[src/rtl/apb_master.sv]
// Single-outstanding APB requester: takes one command over valid/ready, runs the
// APB SETUP/ACCESS handshake with an optional wait-state timeout, returns one response.
module apb_master #(
    parameter int AWIDTH  = 8,
    parameter int DWIDTH  = 32,
    parameter int TIMEOUT = 16
) (
    input  logic              clk,
    input  logic              rst,
    input  logic              cmd_valid,
    output logic              cmd_ready,
    input  logic              cmd_write,
    input  logic [AWIDTH-1:0] cmd_addr,
    input  logic [DWIDTH-1:0] cmd_wdata,
    output logic              rsp_valid,
    input  logic              rsp_ready,
    output logic [DWIDTH-1:0] rsp_rdata,
    output logic              rsp_err,
    output logic              busy,
    output logic              p_sel,
    output logic              p_en,
    output logic              p_write,
    output logic [AWIDTH-1:0] addr,
    output logic [DWIDTH-1:0] wdata,
    input  logic [DWIDTH-1:0] rdata,
    input  logic              p_ready
);

    typedef enum logic [1:0] {
        IDLE,
        SETUP,
        ACCESS,
        RESP
    } state_t;

    // TIMEOUT=0 still needs a 1-bit counter so the saturating logic has something to hold.
    localparam int CW = (TIMEOUT == 0) ? 1 : $clog2(TIMEOUT + 1);

    state_t        state;
    logic [CW-1:0] wait_cnt;

    assign cmd_ready = (state == IDLE);

    // NOTE: every register lives in this one clocked block and uses <= so all
    // updates see the pre-edge values; the reset is sampled on the clock edge.
    always_ff @(posedge clk) begin
        if (!rst) begin
            state     <= IDLE;
            wait_cnt  <= '0;
            p_sel     <= 1'b0;
            p_en      <= 1'b0;
            p_write   <= 1'b0;
            addr      <= '0;
            wdata     <= '0;
            rsp_valid <= 1'b0;
            rsp_rdata <= '0;
            rsp_err   <= 1'b0;
            busy      <= 1'b0;
        end else begin
            case (state)
                IDLE: begin
                    if (cmd_valid) begin
                        state    <= SETUP;
                        p_sel    <= 1'b1;
                        p_write  <= cmd_write;
                        addr     <= cmd_addr;
                        wdata    <= cmd_wdata;
                        wait_cnt <= '0;
                        busy     <= 1'b1;
                    end
                end
                SETUP: begin
                    state <= ACCESS;
                    p_en  <= 1'b1;
                end
                ACCESS: begin
                    if (p_ready) begin
                        state     <= RESP;
                        p_sel     <= 1'b0;
                        p_en      <= 1'b0;
                        rsp_valid <= 1'b1;
                        rsp_rdata <= p_write ? '0 : rdata;
                        rsp_err   <= 1'b0;
                    end else if (TIMEOUT != 0 && wait_cnt == CW'(TIMEOUT - 1)) begin
                        // This stalled cycle brings the count to TIMEOUT: abandon the transfer.
                        state     <= RESP;
                        wait_cnt  <= wait_cnt + 1'b1;
                        p_sel     <= 1'b0;
                        p_en      <= 1'b0;
                        rsp_valid <= 1'b1;
                        rsp_rdata <= '0;
                        rsp_err   <= 1'b1;
                    end else if (wait_cnt != '1) begin
                        wait_cnt <= wait_cnt + 1'b1;
                    end
                end
                RESP: begin
                    if (rsp_ready) begin
                        state     <= IDLE;
                        rsp_valid <= 1'b0;
                        busy      <= 1'b0;
                    end
                end
                default: begin
                    state <= IDLE;
                    busy  <= 1'b0;
                end
            endcase
        end
    end

endmodule

[config.mk]
export PLATFORM = sky130hd
export DESIGN_NAME = apb_master
export DESIGN_NICKNAME = d
export VERILOG_FILES = /design/src/rtl/apb_master.sv
export SDC_FILE = /design/constraint.sdc
export NUM_CORES = 1
export LEC_CHECK = 0
export CORE_MARGIN = 2
export CORE_UTILIZATION = 25
export CTS_CLUSTER_DIAMETER = 60
export DETAILED_ROUTE_END_ITERATION = 10
export PLACE_DENSITY_LB_ADDON = 0.1
export SYNTH_ARGS = -nofsm -noshare
export SYNTH_HDL_FRONTEND = slang
export SYNTH_SLANG_ARGS = --single-unit
[constraint.sdc]
create_clock -name clk -period 2.8 [get_ports clk]
set_input_delay 0.84 -clock clk [delete_from_list [all_inputs] [get_ports clk]]
set_output_delay 0.84 -clock clk [all_outputs]
set_load 0.005 [all_outputs]
==> flow_summary_export.csv <==
group,metric,value,unit
floorplanning,core,12000,um2
critical_path,arrival,1710,ps
power_and_ir_drop,vdd_drop_max,327,uV
critical_path,path_class,"flop to primary output",
logic_synthesis,synthTopCellsByCount,"dfxtp_1, nand2_1, a21oi_1, a22o_1, buf_2",
global_routing,grt_overflow,0,
logic_synthesis,ys_seq_area_share,55.5,%
route,avgViaCountPerCell,4.52,
logic_synthesis,synth-compound-area-share,21.4,%
clocking,cts_inserted_buffers,9,
status,status,"finished clean",
critical_path,critPathCaptureType,"primary output",
floorplanning,ioPinCount,157,
clocking,cts.sinks,85,
clocking,post_cts_buffers,0,
place,io_buffers,156,
cells_and_area,area_delta_synth_final,65.3,%
clocking,clock-root-buffer,"clkbuf_16",
sta,period_needed,2550,ps
sta,worst_pin_slew,439,ps
sta,hold_violations,0,
logic_synthesis,synth_edf_count,0,
cells_and_area,fin_area,5060,um2
global_routing,antenna_found_initial,0,
logic_synthesis,synth_warnings,0,
sta,worst_slew_margin_rel,70.8,%
critical_path,worstPathRequired,1960,ps
power_and_ir_drop,power_frac_seq,38.5,%
route,drtPass1Iterations,4,
global_routing,grt_max_degree,33,
clocking,h-tree-depth,3,
power_and_ir_drop,power.leakage,1.88,nW
logic_synthesis,synth_cell_type_count,34,
global_routing,grtUsageTotal,14.1,%
cells_and_area,nets,567,
power_and_ir_drop,clockPowerShare,31.0,%
power_and_ir_drop,switching_power,1.19,mW
critical_path,cp_slowest_cell,"clkdlybuf4s50_1",
cells_and_area,post-route-util,42.2,%
logic_synthesis,synthMuxAreaShare,0.449,%
logic_synthesis,synth_top_area_share,55.5,%
place,placedInstanceArea,4760,um2
global_routing,grt_pass1_vias,2776,
logic_synthesis,syn_area_per_cell,9.29,um2
sta,drv_slew,0,
global_routing,grt_pass1_wl,14200,um
critical_path,max_stage_delay,580,ps
clocking,clkLatencyLatePin,340,ps
place,gp_congestion,0.696,
route,drc,0,
route,first_iter_violations,108,
sta,fmax,393,MHz
floorplanning,start_util,25.5,%
sta,min_period_over_period,90.9,%
clocking,clkTransAtPathRegs,60,ps
power_and_ir_drop,total_power,3.99,mW
place,hpwl,6500,um
floorplanning,die_w,115,um
logic_synthesis,synthSimpleGateAreaFrac,15.1,%
logic_synthesis,syn_nets,415,
sta,setup_viol,0,
logic_synthesis,netlist_area,3060,um2
sta,rsz0062_at_grt,"no",
clocking,cts_max_path_buffers,2,
logic_synthesis,ys_ff_latch,85,
route,via_count,2864,
sta,clock_skew,8.32,ps
logic_synthesis,synth_adder_area_share,2.86,%
logic_synthesis,synth-async-reset-ratio,0,%
critical_path,crit_chain,"inv_1, ha_1, clkdlybuf4s50_1",
cells_and_area,drive_above_1_share,6.57,%
power_and_ir_drop,p_per_area,787,nW/um2
place,placed_cells,618,
power_and_ir_drop,comb_power_share,30.6,%
logic_synthesis,synthTopCellsByArea,"dfxtp_1, nand2_1, a22o_1",
critical_path,cp-start-kind,"flop",
route,postRouteAntennaNets,0,
clocking,cts_tree,"built",
critical_path,cp_max_fo,8,
run,max_cap_violations,0,
floorplanning,die_y,115,um
floorplanning,die_area,13200,um2
power_and_ir_drop,p_int,2.80,mW
logic_synthesis,synthXorXnorAreaFrac,0,%
logic_synthesis,yosys.area.top_type,"dfxtp_1",
logic_synthesis,synthCells,330,
route,drt_wl_total,9270,um
route,wl_per_cell,14.6,um
logic_synthesis,synth_top_family_by_area,"compound AO/OA/AOI/OAI gates",
sta,finalSetupTns,0,ps
floorplanning,placement_rows,40,
clocking,cts_hold_buf,0,
cells_and_area,stdcell_count,634,
min_path,hold_class,"flop to flop",
cells_and_area,n_antenna_cell,0,
logic_synthesis,synth_ff_type,"dfxtp_1",
clocking,cts-resized-gates,0,
power_and_ir_drop,swShare,29.8,%
[kinds of logic (layout without fill, tap and decap cells)]
| kind of cell | Yosys count | after routing |
|---|---|---|
| DFF | 85 | 85 |
| buffers and inverters | 29 | 186 |
| adders and majority gates | 7 | 7 |
| AOI/OAI and AO/OA | 100 | 100 |
| and+or+nand+nor | 108 | 108 |
| muxes | 1 | 1 |
[area by class of cell]
| class | count | area, um2 |
|---|---|---|
| Clock buffer | 10 | 239 |
| Clock inverter | 6 | 68.8 |
| Fill cell | 1210 | 6950 |
| Inverter | 6 | 22.5 |
| Multi-Input combinational cell | 216 | 1230 |
| Sequential cell | 85 | 1700 |
| Tap cell | 147 | 184 |
| Timing Repair Buffer | 164 | 1620 |
[metrics by stage]
| stage | setup WS, ps | hold slack, ps |
|---|---|---|
| global placement | 393 | 441 |
| floorplan | 968 | 448 |
| global route | 154 | 476 |
| detailed placement | 374 | 445 |
| finish | 254 | 452 |
| CTS | 222 | 455 |
[state kept, by name (all words and copies together) (netlist names)]
name	flops
p_write	1
state	2
addr	8
p_sel	1
p_en	1
rsp_err	1
busy	1
wait_cnt	5
rsp_rdata	32
wdata	32
rsp_valid	1
[worst max-delay path: cells and delay by family, from the launching register on]
family / cells / cell delay, ps
DFF: 1 / 330
adders and majority gates: 1 / 370
buffers and inverters: 2 / 680
[power groups by stage]
| stage | registers [mW] | logic (mW) | clock network, mW |
|---|---|---|---|
| after floorplan | 1.57 | 0.586 | 0 |
| after global placement | 1.56 | 1.23 | 0 |
| after detailed placement | 1.56 | 1.24 | 0 |
| after CTS | 1.54 | 1.25 | 1.29 |
| after global routing | 1.56 | 1.35 | 1.34 |
| final | 1.53 | 1.22 | 1.24 |
[worst paths after layout]
kind | to | cells past startpoint | from | slack (ps)
worst max register to register | rsp_rdata[28] | 7 | wait_cnt[0] | 850
worst min register to register | addr[0] | 2 | addr[0] | 450
worst max-delay path | cmd_ready | 3 | state[0] | 250
worst min-delay path | addr[0] | 2 | addr[0] | 450
[per-layer routing]
| layer | vias up | routed length (um) | global-route usage [%] |
|---|---|---|---|
| met3 | 11 | 580 | 4.61 |
| li1 | 1440 | - | - |
| met1 | 1335 | 3940 | 16.4 |
| met2 | 78 | 4570 | 23.5 |
| met4 | 0 | 182 | 7.23 |
| met5 | - | 0 | 0 |
[cell usage in the layout (no fill, tap or decap), types with 2 or more instances in the layout]
master / Yosys / layout
or4_1: 2 / 2
buf_4: 0 / 8
clkbuf_16: 0 / 9
a21oi_1: 50 / 50
clkdlybuf4s50_1: 0 / 156
dfxtp_1: 85 / 85
a22o_1: 32 / 32
nand2_1: 85 / 85
nor2b_1: 2 / 2
inv_1: 6 / 5
o21ai_0: 7 / 7
ha_1: 7 / 7
o21a_1: 4 / 4
inv_6: 0 / 3
nor2_1: 6 / 5
o31ai_1: 3 / 3
Note: power is estimated with default switching activity, not from simulation.
